[src/rtl/veda_mem_ctrl_if.sv]
// Datapath-side channels of the scratch-memory burst master: command,
// write-data and read-data handshakes plus burst status.
interface veda_mem_ctrl_if #(
  parameter int AW = 5,
  parameter int DW = 8
);
  logic          cmd_valid;
  logic          cmd_ready;
  logic          cmd_write;
  logic [AW-1:0] cmd_addr;
  logic [AW-1:0] cmd_len;
  logic          wr_valid;
  logic          wr_ready;
  logic [DW-1:0] wr_data;
  logic          rd_valid;
  logic          rd_ready;
  logic [DW-1:0] rd_data;
  logic          busy;
  logic          done;

  modport master (
    output cmd_valid, cmd_write, cmd_addr, cmd_len, wr_valid, wr_data, rd_ready,
    input  cmd_ready, wr_ready, rd_valid, rd_data, busy, done
  );

  modport slave (
    input  cmd_valid, cmd_write, cmd_addr, cmd_len, wr_valid, wr_data, rd_ready,
    output cmd_ready, wr_ready, rd_valid, rd_data, busy, done
  );
endinterface

[src/rtl/veda_mem_ctrl.sv]
// Burst master for the single-port scratch memory: walks an address counter
// for write/read bursts and streams beats over valid/ready channels.
module veda_mem_ctrl #(
  parameter int AW   = 5,
  parameter int DW   = 8,
  parameter bit MODE = 1'b1
) (
  input  logic          clk,
  input  logic          rst,
  veda_mem_ctrl_if.slave bus,
  output logic          mem_we,
  output logic [AW-1:0] mem_addr,
  output logic [DW-1:0] mem_din,
  output logic          mem_mode,
  input  logic [DW-1:0] mem_q
);

  localparam logic [1:0]    RL  = MODE ? 2'd2 : 2'd1;
  localparam logic [AW-1:0] ONE = {{(AW-1){1'b0}}, 1'b1};
  localparam logic [AW-1:0] ZERO = '0;

  typedef enum logic [1:0] {IDLE, WRITE, RD_WAIT, RD_HOLD} state_e;

  state_e        state_q;
  logic [AW-1:0] addr_cnt_q;
  logic [AW-1:0] beat_cnt_q;
  logic [1:0]    wait_cnt_q;
  logic [DW-1:0] rd_data_q;
  logic          rd_valid_q;
  logic          done_q;

  always_ff @(posedge clk or negedge rst) begin
    if (!rst) begin
      state_q    <= IDLE;
      addr_cnt_q <= '0;
      beat_cnt_q <= '0;
      wait_cnt_q <= '0;
      rd_data_q  <= '0;
      rd_valid_q <= 1'b0;
      done_q     <= 1'b0;
    end else begin
      done_q <= 1'b0;
      case (state_q)
        IDLE: begin
          if (bus.cmd_valid) begin
            addr_cnt_q <= bus.cmd_addr;
            beat_cnt_q <= bus.cmd_len;
            wait_cnt_q <= RL;
            state_q    <= bus.cmd_write ? WRITE : RD_WAIT;
          end
        end
        WRITE: begin
          if (bus.wr_valid) begin
            addr_cnt_q <= addr_cnt_q + ONE;
            if (beat_cnt_q == ZERO) begin
              state_q <= IDLE;
              done_q  <= 1'b1;
            end else begin
              beat_cnt_q <= beat_cnt_q - ONE;
            end
          end
        end
        // Address has been stable since entry; after RL counting cycles the
        // memory's registered q reflects it and is captured on the next edge.
        RD_WAIT: begin
          if (wait_cnt_q == 2'd0) begin
            rd_data_q  <= mem_q;
            rd_valid_q <= 1'b1;
            state_q    <= RD_HOLD;
          end else begin
            wait_cnt_q <= wait_cnt_q - 2'd1;
          end
        end
        RD_HOLD: begin
          if (rd_valid_q && bus.rd_ready) begin
            rd_valid_q <= 1'b0;
            if (beat_cnt_q == ZERO) begin
              state_q <= IDLE;
              done_q  <= 1'b1;
            end else begin
              addr_cnt_q <= addr_cnt_q + ONE;
              beat_cnt_q <= beat_cnt_q - ONE;
              wait_cnt_q <= RL;
              state_q    <= RD_WAIT;
            end
          end
        end
        default: state_q <= IDLE;
      endcase
    end
  end

  assign bus.cmd_ready = (state_q == IDLE);
  assign bus.wr_ready  = (state_q == WRITE);
  assign bus.busy      = (state_q != IDLE);
  assign bus.rd_valid  = rd_valid_q;
  assign bus.rd_data   = rd_data_q;
  assign bus.done      = done_q;

  assign mem_we   = (state_q == WRITE) && bus.wr_valid;
  assign mem_addr = addr_cnt_q;
  assign mem_din  = bus.wr_data;
  assign mem_mode = MODE;

  a_rd_hold: assert property (@(posedge clk) disable iff (!rst)
    rd_valid_q && !bus.rd_ready |=> rd_valid_q && $stable(rd_data_q));

  a_done_idle: assert property (@(posedge clk) disable iff (!rst)
    done_q |-> state_q == IDLE);

endmodule

[src/flat_wrapper.sv]
// flat-port wrapper written by rule: the top's interface ports become plain ports
module veda_mem_ctrl_flat 
#(
  parameter int AW   = 5,
  parameter int DW   = 8,
  parameter bit MODE = 1'b1
)
  (clk, rst, mem_we, mem_addr, mem_din, mem_mode, mem_q, bus_cmd_valid, bus_cmd_write, bus_cmd_addr, bus_cmd_len, bus_wr_valid, bus_wr_data, bus_rd_ready, bus_cmd_ready, bus_wr_ready, bus_rd_valid, bus_rd_data, bus_busy, bus_done);
  veda_mem_ctrl_if #(.AW(AW), .DW(DW)) bus_i ();
  input  logic clk;
  input  logic rst;
  output logic mem_we;
  output logic [AW-1:0] mem_addr;
  output logic [DW-1:0] mem_din;
  output logic mem_mode;
  input  logic [DW-1:0] mem_q;
  input wire logic [$bits(bus_i.cmd_valid)-1:0] bus_cmd_valid;
  input wire logic [$bits(bus_i.cmd_write)-1:0] bus_cmd_write;
  input wire logic [$bits(bus_i.cmd_addr)-1:0] bus_cmd_addr;
  input wire logic [$bits(bus_i.cmd_len)-1:0] bus_cmd_len;
  input wire logic [$bits(bus_i.wr_valid)-1:0] bus_wr_valid;
  input wire logic [$bits(bus_i.wr_data)-1:0] bus_wr_data;
  input wire logic [$bits(bus_i.rd_ready)-1:0] bus_rd_ready;
  output wire logic [$bits(bus_i.cmd_ready)-1:0] bus_cmd_ready;
  output wire logic [$bits(bus_i.wr_ready)-1:0] bus_wr_ready;
  output wire logic [$bits(bus_i.rd_valid)-1:0] bus_rd_valid;
  output wire logic [$bits(bus_i.rd_data)-1:0] bus_rd_data;
  output wire logic [$bits(bus_i.busy)-1:0] bus_busy;
  output wire logic [$bits(bus_i.done)-1:0] bus_done;
  assign bus_i.cmd_valid = bus_cmd_valid;
  assign bus_i.cmd_write = bus_cmd_write;
  assign bus_i.cmd_addr = bus_cmd_addr;
  assign bus_i.cmd_len = bus_cmd_len;
  assign bus_i.wr_valid = bus_wr_valid;
  assign bus_i.wr_data = bus_wr_data;
  assign bus_i.rd_ready = bus_rd_ready;
  assign bus_cmd_ready = bus_i.cmd_ready;
  assign bus_wr_ready = bus_i.wr_ready;
  assign bus_rd_valid = bus_i.rd_valid;
  assign bus_rd_data = bus_i.rd_data;
  assign bus_busy = bus_i.busy;
  assign bus_done = bus_i.done;
  veda_mem_ctrl #(.AW(AW), .DW(DW), .MODE(MODE)) u_core (.clk(clk), .rst(rst), .bus(bus_i), .mem_we(mem_we), .mem_addr(mem_addr), .mem_din(mem_din), .mem_mode(mem_mode), .mem_q(mem_q));
endmodule
[config.mk]
export PLATFORM = sky130hd
export DESIGN_NAME = veda_mem_ctrl_flat
export DESIGN_NICKNAME = d
export VERILOG_FILES = /design/src/rtl/veda_mem_ctrl_if.sv /design/src/rtl/veda_mem_ctrl.sv /design/src/flat_wrapper.sv
export SDC_FILE = /design/constraint.sdc
export NUM_CORES = 1
export LEC_CHECK = 0
export CAP_MARGIN = 20
export CORE_MARGIN = 3
export CORE_UTILIZATION = 42
export DETAILED_ROUTE_END_ITERATION = 10
export PLACE_DENSITY = 0.79
export SLEW_MARGIN = 40
export SYNTH_ARGS = -nofsm -noshare
export SYNTH_HDL_FRONTEND = slang
export SYNTH_SLANG_ARGS = --single-unit
[constraint.sdc]
create_clock -name clk -period 2.31 [get_ports clk]
set_clock_uncertainty 0.05 [all_clocks]
set_input_delay 0.462 -clock clk [delete_from_list [all_inputs] [get_ports clk]]
set_output_delay 0.462 -clock clk [all_outputs]
set_load 0.02 [all_outputs]
Yosys cells after proc, flatten, opt, wreduce, memory -nomap -nowiden
Index checks and enable logic that the tools add are counted.
{"block": "op_classes", "n_eq_ne": 10, "bitwise": 0, "order_cmp": 0, "n_mul": 0, "n_addsub": 3, "shifts": 0, "n_reduce_logical": 15, "n_mux": 30, "div_mod_pow": 0}
{"cell": "5-bit two-way mux", "count": 8}
{"cell": "5-bit case mux with 3 select lines", "count": 2}
{"cell": "2-bit two-way mux", "count": 11}
{"cell": "5-bit AND reduction", "count": 3}
{"cell": "2-bit inequality test, second input constant", "count": 4}
{"cell": "2-bit case mux with 4 select lines", "count": 1}
{"cell": "2-bit by 1-bit inequality test with 1-bit output, second input constant", "count": 3}
{"cell": "2-bit case mux with 3 select lines", "count": 1}
{"cell": "3-bit nonzero test", "count": 2}
{"cell": "5-bit by 1-bit adder with 5-bit output, second input constant", "count": 1}
{"cell": "5-bit logical NOT", "count": 1}
{"cell": "1-bit two-way mux", "count": 5}
{"cell": "5-bit by 1-bit subtractor with 5-bit output, second input constant", "count": 1}
{"cell": "2-bit == test, second input constant", "count": 2}
{"cell": "2-bit logical NOT", "count": 2}
{"cell": "1-bit case mux with 2 select lines", "count": 2}
{"cell": "4-bit AND reduction", "count": 1}
{"cell": "2-bit nonzero test", "count": 2}
{"cell": "3-bit AND reduction", "count": 1}
{"cell": "2-bit by 1-bit == test with 1-bit output, second input constant", "count": 1}
{"cell": "1-bit logical AND", "count": 2}
{"cell": "2-bit AND reduction", "count": 1}
{"cell": "2-bit by 1-bit subtractor with 2-bit output, second input constant", "count": 1}
{"block": "totals", "out_inout_bits": 28, "ram_bits": 0, "regBits": 24, "latchBits": 0, "memories": 0, "mem_bits_ro": 0, "in_bits": 32}

Longest topological paths before layout
Gate-level depths: netlist of the first run.
{"block": "logic_depth", "word_depth": 4, "ltp_mapped": 7, "ltp_nobuf": 6}

Worst setup path after synthesis of the first run
Ideal clock, no wire load.
{"block": "synth_path", "kind": "flip-flop to output port", "from": "register u_core.state_q[0]", "to": "output port bus_busy", "path_stages_with_launch": 5, "n_path_buf": 2, "setup_slack_ns": 0.578, "required_time_ns": 1.798, "arrival_time_ns": 1.220, "path_cell_list": "dfrtp_1 > clkbuf_8 > buf_6 > nor2_1 > inv_1"}
{"block": "synth_between", "elab_chain_len": 1}
{"element": "start, declared", "line_no": "veda_mem_ctrl.sv:24", "rtl": "state_e state_q;"}
{"element": "start signal, assigned", "line_no": "veda_mem_ctrl.sv:49", "rtl": "state_q <= bus.cmd_write ? WRITE : RD_WAIT;"}
{"element": "2-bit nonzero test", "line_no": "veda_mem_ctrl.sv:95", "rtl": "assign bus.busy = (state_q != IDLE);"}
{"element": "end, declared", "line_no": "flat_wrapper.sv:28", "rtl": "output wire logic [$bits(bus_i.busy)-1:0] bus_busy;"}
Every way passes these cells.

Worst setup path after layout of the first run
{"block": "layout_path", "from": "input port bus_wr_valid", "to": "output port mem_we"}
{"block": "layout_between", "elab_chain_len": 1}
{"element": "start, declared", "line_no": "flat_wrapper.sv:21", "rtl": "input wire logic [$bits(bus_i.wr_valid)-1:0] bus_wr_valid;"}
{"element": "1-bit logical AND", "line_no": "veda_mem_ctrl.sv:100", "rtl": "assign mem_we = (state_q == WRITE) && bus.wr_valid;"}
{"element": "end, declared", "line_no": "flat_wrapper.sv:12", "rtl": "output logic mem_we;"}
Every way passes these cells.

==> key figures, run 1 <==
Finish
  • Share of the core filled with cells: 59.8%
  • Area Growth Syn to Fin: 31.8%
  • # diodes: 0
  • Final-layout fill cell count: 286
  • Number of cells in the finished layout apart from fillers: 232
  • Area of all placed cells without fillers: 1880 sq um
  • Share of post-route cells with drive strength above 1: 12.2%
  • Layout Nets: 224

Global routing
  • Overall Global Routing Usage: 17.2%
  • Met3 Resource Use GR: 3.51%
  • Global routing's busiest layer: met2
  • Met2 track utilization from global routing: 31.8%
  • GR met1 Demand/Resource: 19.9%
  • Largest net degree at the start of global routing: 25
  • Total global routing overflow: 0
  • Number of global-route vias before repair: 1281
  • Wire length of the first global-routing pass: 5780 um
  • Initial antenna violation count: 0

Critical path
  • Crit path kind: input port to primary output
  • Most repeated library cell on the critical path: sky130_fd_sc_hd__clkdlybuf4s50_1
  • Crit path capture type: primary output
  • Crit start category: input port
  • Critical Path AT: 1.73 ns
  • Worst path max stage delay: 0.62 ns
  • Worst endpoint required time: 1.80 ns
  • Worst-path cell with the longest stage delay: sky130_fd_sc_hd__clkdlybuf4s50_1
  • Worst-path cell chain: clkdlybuf4s50_1 -> and3_1 -> clkdlybuf4s50_1
  • Crit path max fanout: 3
  • Worst path buffer plus inverter count: 2
  • Family with the most delay on the worst path: buffers and inverters

Place
  • DP Cell Count: 228
  • Post-placement setup slack: 0.0689 ns
  • Number of input and output port buffers inserted: 42
  • HPWL Detailed: 2540 um
  • Routability congestion estimate: 0.836
  • Placed instance area: 1830 sq um

Power and ir drop
  • Clock share of power: 13.3%
  • Total leakage power: 0.822 nW
  • Worst-case vdd ir drop: 0.000623 V
  • Share of total power consumed by net switching: 40.0%
  • Sequential power share: 33.5%
  • Internal: 1.40 mW
  • Net Sw Power: 0.933 mW
  • Logic pwr share: 53.2%
  • Total power density per cell area: 1240 nW/um^2

Clocking
  • Number of CTS-inserted buffers: 3
  • Post-CTS Repair Setup Buffers: 0
  • Number of H-tree branching levels: 1
  • Post-cts hold buffer count: 0
  • Worst-path clk slew: 0.14 ns
  • Root buffer cell: sky130_fd_sc_hd__clkbuf_4
  • Clock buffer depth: 2
  • TritonCTS clock tree: done
  • Post_cts resized: 0
  • CTS sink cnt: 24
  • Worst-skew pair later-pin latency: 0.32 ns

Synthesis
  • Syn avg cell area: 9.41 sq um
  • Number of synthesized flops with an enable pin: 0
  • Library cell occupying the most area in the post-synthesis netlist: sky130_fd_sc_hd__dfrtp_1
  • Yosys warnings: 0
  • Yosys cell types: 39
  • Number of instances in the synthesized netlist: 152
  • Number of nets in the synthesized netlist: 187
  • Synthesized area: 1430 sq um
  • Top cells by area, synth: sky130_fd_sc_hd__dfrtp_1, sky130_fd_sc_hd__mux2_2, sky130_fd_sc_hd__buf_4
  • Register bit total from synthesis: 24
  • Post-synth ARST share: 100%
  • Main flop type after synthesis: sky130_fd_sc_hd__dfrtp_1
  • Sequential share of the synthesized area: 42.0%
  • Area share of the largest cell type after synthesis: 42.0%

STA
  • Count of final setup violators: 0
  • Final Hold Violating Endpoints: 0
  • Fin worst setup slack: 0.0697 ns
  • Fraction of the cycle the final worst path needs: 97.0%
  • Setup total negative slack: 0 ns
  • Final worst path period need: 2.24 ns
  • Pins Over Slew Limit: 0
  • Maximum clock frequency: 446 MHz
  • RSZ-0062 raised after global routing: false

Route
  • Post-detailed-route via-to-cell ratio: 5.51
  • Final Routed Wirelength: 3440 um
  • Total vias in the final route: 1279
  • Length of the first detailed-routing pass in iterations: 4
  • Number of violations reported at the end of detailed-routing iteration 0: 47
  • Residual antenna-violating net count after detailed routing: 0
  • Routed wirelength normalized by instance count: 14.8 um
  • Remaining design rule violation count: 0

Floorplan
  • Number of rows created at floorplan: 20
  • Initial core utilization: 45.4%
  • Die W: 64.4 um
  • Core area: 3150 sq um
  • DIE HEIGHT: 64.4 um
  • I/O pin count: 60
  • Die outline area: 4140 sq um

Outcome
  • Outcome: finished, final reports clean

Flow run
  • Max cap viols: 0

Hold path
  • Type of the worst min-delay path: input port to asynchronous set/reset pin
## per-stage QoR
stage               hold slack, ns  power, mW
floorplan                    0.116       1.58
global placement             0.435       1.97
detailed placement           0.442       2.03
CTS                          0.443       2.34
global route                 0.455       2.50
finish                       0.433       2.33
## routing by layer
layer,wire length [um],share of wire (%)
met3,293,8.5
met2,1730,50
met1,1370,40
met4,50,1.5
met5,0,0
## flip-flops by register name, summed over array words and instances (netlist names)
register,flops
u_core.beat_cnt_q,5
u_core.wait_cnt_q,2
u_core.mem_addr,5
u_core.bus.rd_data,8
u_core.bus.done,1
u_core.bus.rd_valid,1
u_core.state_q,2
## final timing paths
kind	startpoint	endpoint	slack [ns]	depth (start not counted)
max in group asynchronous	rst	u_core.mem_addr[4]	1.55	2
hold reg to reg	u_core.bus.rd_data[2]	u_core.bus.rd_data[2]	0.47	1
hold / removal	rst	u_core.bus.rd_valid	0.43	2
setup / recovery	bus_wr_valid	mem_we	0.07	3
setup reg to reg	u_core.beat_cnt_q[1]	u_core.mem_addr[4]	0.39	6
min in group clk	u_core.bus.rd_data[2]	u_core.bus.rd_data[2]	0.47	1
## placed cells by master, fill, tap and decap left out, types with 5 or more instances in the layout
master                            synthesis  final
sky130_fd_sc_hd__dfrtp_1                 24     24
sky130_fd_sc_hd__buf_4                   10      5
sky130_fd_sc_hd__a21oi_1                  5      5
sky130_fd_sc_hd__clkdlybuf4s50_1          0     42
sky130_fd_sc_hd__o21ai_0                  7      7
sky130_fd_sc_hd__mux2_2                   8      8
sky130_fd_sc_hd__inv_1                   11     11
sky130_fd_sc_hd__nor2_1                   9      9
sky130_fd_sc_hd__a31oi_1                  6      6
sky130_fd_sc_hd__and3_1                   8      8
sky130_fd_sc_hd__nand2_1                 18     18
## cells by family after synthesis
group / Yosys count / synth area share, %
flops: 24 / 42.0
buf+inv: 26 / 10.7
xor+xnor: 1 / 0.613
simple gates: 48 / 17.9
other cells: 1 / 0.262
mux: 9 / 7.00
fa+ha+maj: 3 / 2.62
compound gates: 40 / 18.9
## power groups by stage
stage	Clock, mW	Sequential, mW	Combinational, mW
floorplan	0	0.914	0.668
global placement	0	0.773	1.19
detailed placement	0	0.786	1.24
CTS	0.317	0.780	1.25
global route	0.335	0.808	1.36
finish	0.309	0.780	1.24
## synth_stat cells, types with 2 or more instances
cell type	n
sky130_fd_sc_hd__dfrtp_1	24
sky130_fd_sc_hd__nor2_1	9
sky130_fd_sc_hd__or3_2	2
sky130_fd_sc_hd__a31oi_1	6
sky130_fd_sc_hd__mux2_2	8
sky130_fd_sc_hd__nand3_1	3
sky130_fd_sc_hd__a21oi_1	5
sky130_fd_sc_hd__o211ai_1	2
sky130_fd_sc_hd__a32oi_1	2
sky130_fd_sc_hd__a22o_1	2
sky130_fd_sc_hd__buf_4	10
sky130_fd_sc_hd__a2bb2oi_1	2
sky130_fd_sc_hd__nand2_1	18
sky130_fd_sc_hd__nand2b_1	2
sky130_fd_sc_hd__clkbuf_1	3
sky130_fd_sc_hd__ha_1	3
sky130_fd_sc_hd__and3_1	8
sky130_fd_sc_hd__o21ai_0	7
sky130_fd_sc_hd__nor2b_1	2
sky130_fd_sc_hd__o22ai_1	3
sky130_fd_sc_hd__o21ai_1	3
sky130_fd_sc_hd__inv_1	11
## cell type report
type	count	area [sq um]	share of cell area, %
Clock buffer	3	22.5	1.20
Clock inverter	1	30.0	1.59
Inverter	11	41.3	2.19
Multi-Input combinational cell	102	677	35.9
Sequential cell	24	601	31.9
Tap cell	44	55.1	2.92
Timing Repair Buffer	47	458	24.3
No activity file was read; power rests on OpenSTA's default activity.
==> run 2, diff against run 1 <==
--- a/config.mk
+++ b/config.mk
@@ -10,6 +10,7 @@
 export CORE_UTILIZATION = 42
 export DETAILED_ROUTE_END_ITERATION = 10
 export PLACE_DENSITY = 0.79
+export REMOVE_ABC_BUFFERS = 1
 export SLEW_MARGIN = 40
 export SYNTH_ARGS = -nofsm -noshare
 export SYNTH_HDL_FRONTEND = slang
==> run 2 against run 1 <==
- sequential share of layout area shrank 0.084 points
- via count shrank 1.7%
- maximum frequency up 7.8%
- critical path type is now flop to primary output
==> key figures, run 2 (same netlist as run 1, synthesis figures left out) <==
Finish
  • Area Growth Syn to Fin: 32.1%
  • Number of flip-flops in the largest register: 8 (unchanged)
  • Final-layout fill cell count: 285 (-0.35%)
  • Area of all placed cells without fillers: 1890 sq um (+0.27%)
  • Most frequent cells in the layout: sky130_fd_sc_hd__clkdlybuf4s50_1, sky130_fd_sc_hd__dfrtp_1, sky130_fd_sc_hd__nand2_1
  • # diodes: 0 (unchanged)
  • Layout Nets: 224 (unchanged)
  • Number of cells in the finished layout apart from fillers: 232 (unchanged)
  • Share of post-route cells with drive strength above 1: 12.2% (unchanged)
  • Sequential cell area in the final layout: 601 sq um (unchanged)
  • Share of the core filled with cells: 59.9% (+0.16 points)
  • Commonest non-fill, non-tap cell in the layout: sky130_fd_sc_hd__clkdlybuf4s50_1
  • Multi-input gate area: 677 sq um (unchanged)

Route
  • Post-detailed-route via-to-cell ratio: 5.42 (-1.7%)
  • Length of the first detailed-routing pass in iterations: 4 (unchanged)
  • Number of violations reported at the end of detailed-routing iteration 0: 35 (-26%)
  • Routed wirelength normalized by instance count: 13.9 um (-6.0%)
  • Final Routed Wirelength: 3240 um (-6.0%)
  • Remaining design rule violation count: 0 (unchanged)
  • Total vias in the final route: 1257 (-1.7%)
  • Residual antenna-violating net count after detailed routing: 0 (unchanged)

Clocking
  • Number of H-tree branching levels: 1 (unchanged)
  • Post-cts hold buffer count: 0 (unchanged)
  • Clock buffer depth: 2 (unchanged)
  • Worst-skew pair later-pin latency: 0.31 ns (about the same)
  • Root buffer cell: sky130_fd_sc_hd__clkbuf_4
  • TritonCTS clock tree: done
  • Worst-path clk slew: 0.13 ns (about the same)
  • CTS sink cnt: 24 (unchanged)
  • Number of CTS-inserted buffers: 3 (unchanged)
  • Post-CTS Repair Setup Buffers: 0 (unchanged)

Power and ir drop
  • Total leakage power: 0.858 nW (+4.4%)
  • Net Sw Power: 0.908 mW (-2.7%)
  • Internal: 1.40 mW (about the same)
  • Sequential power share: 34.1% (+0.6 points)
  • Share of total power consumed by net switching: 39.4% (-0.64 points)
  • Logic pwr share: 52.7% (-0.5 points)
  • Worst-case vdd ir drop: 0.000807 V (+29%)
  • Total power density per cell area: 1220 nW/um^2 (-1.4%)
  • Power Total: 2.30 mW (-1.1%)
  • Clock share of power: 13.1% (-0.2 points)

Outcome
  • Outcome: finished, final reports clean

Floorplan
  • Die outline area: 4140 sq um (unchanged)
  • Initial core utilization: 45.4% (unchanged)
  • I/O pin count: 60 (unchanged)
  • DIE HEIGHT: 64.4 um (unchanged)
  • Die W: 64.4 um (unchanged)
  • Core area: 3150 sq um (unchanged)
  • Number of rows created at floorplan: 20 (unchanged)

Global routing
  • Overall Global Routing Usage: 16.0% (-1.2 points)
  • Wire length of the first global-routing pass: 5240 um (-9.4%)
  • Largest net degree at the start of global routing: 25 (unchanged)
  • Number of global-route vias before repair: 1185 (-7.5%)
  • Initial antenna violation count: 0 (unchanged)
  • Total global routing overflow: 0 (unchanged)

Hold path
  • Type of the worst min-delay path: input port to asynchronous set/reset pin

STA
  • Fin worst setup slack: 0.233 ns (+0.163 ns)
  • Worst Hold Slack: 0.443 ns (+0.00986 ns)
  • Count of final setup violators: 0 (unchanged)
  • Fraction of the cycle the final worst path needs: 89.9% (-7.1 points)
  • Maximum clock frequency: 481 MHz (+7.8%)
  • Final Hold Violating Endpoints: 0 (unchanged)
  • Setup total negative slack: 0 ns (unchanged)
  • Pins Over Slew Limit: 0 (unchanged)
  • RSZ-0062 raised after global routing: false
  • Final worst path period need: 2.08 ns (-0.163 ns)

Place
  • Routability congestion estimate: 0.996 (+19%)
  • HPWL Detailed: 2460 um (-3.2%)
  • Number of input and output port buffers inserted: 42 (unchanged)
  • Post-placement setup slack: 0.0859 ns (+0.0171 ns)
  • Placed instance area: 1830 sq um (unchanged)
  • DP Cell Count: 228 (unchanged)

Critical path
  • Crit start category: flop
  • Crit path capture type: primary output
  • R2R Path End: u_core.mem_addr[3]
  • FF-to-FF Start: u_core.beat_cnt_q[1]
  • Worst endpoint required time: 1.80 ns (about the same)
  • Crit path kind: flop to primary output
  • R2r worst-path depth: 6 (unchanged)
  • Critical Path AT: 1.57 ns (-0.16 ns)
  • Setup slack, reg-to-reg: 0.41 ns (+0.02 ns)
  • Crit path max fanout: 6 (+3)

Flow run
  • Max cap viols: 0 (unchanged)
-- run 2: cell count changes in the layout (fill, tap and decap cells not counted) --
cell,before,now
sky130_fd_sc_hd__clkdlybuf4s50_1,42,40
sky130_fd_sc_hd__dlymetal6s2s_1,0,2
-- run 2: layout make-up --
type / instances / area share [%]
inverters: 11 / 2.19
multi-input cells: 102 / 35.8
flip-flops and latches: 24 / 31.8
well taps: 44 / 2.91
clock buffers: 3 / 1.19
clock inverters: 1 / 1.59
repair buffers: 47 / 24.5
-- run 2: metal layers --
layer  up-vias  track usage (%)  part of all wire [%]
met5         -                0                     0
li1        603                -                     -
met3        10             7.21                    12
met4         0             6.07                   2.3
met1       563             18.9                    39
met2        81             25.4                    47
-- run 2: worst max-delay path by stage --
stage                       from             to  slack, ns  cells after the start
6_report       u_core.state_q[0]  bus_cmd_ready       0.23                      2
2_1_floorplan  u_core.state_q[0]   bus_wr_ready       0.59                      2
3_3_place_gp        bus_wr_valid         mem_we       0.10                      3
3_5_place_dp        bus_wr_valid         mem_we       0.09                      3
5_1_grt        u_core.state_q[0]  bus_cmd_ready       0.13                      2
4_1_cts        u_core.state_q[1]         mem_we       0.04                      3
-- run 2: critical path, stage by stage (launching register included) --
cell,delay [ns]
sky130_fd_sc_hd__dfrtp_1,0.47
sky130_fd_sc_hd__nor2_1,0.16
sky130_fd_sc_hd__clkdlybuf4s50_1,0.62
-- run 2: what timing repair did --
action / CTS / global route
endpoints found under the hold margin: 0 / 0
endpoints found under the setup margin: 0 / 2
resized for setup: 0 / 2
-- run 2: power groups by stage --
stage,combinational [mW],clock [mW],sequential [mW]
detailed placement,1.22,0,0.793
CTS,1.22,0.313,0.786
finish,1.21,0.303,0.786
global placement,1.18,0,0.778
global route,1.33,0.333,0.818
floorplan,0.585,0,0.937
==> run 3, diff against run 2 <==
--- a/config.mk
+++ b/config.mk
@@ -11,7 +11,6 @@
 export DETAILED_ROUTE_END_ITERATION = 10
 export PLACE_DENSITY = 0.79
 export REMOVE_ABC_BUFFERS = 1
-export SLEW_MARGIN = 40
 export SYNTH_ARGS = -nofsm -noshare
 export SYNTH_HDL_FRONTEND = slang
 export SYNTH_SLANG_ARGS = --single-unit
==> results of run 3 <==
Final layout, timing and power as in run 2 (identical DEF).
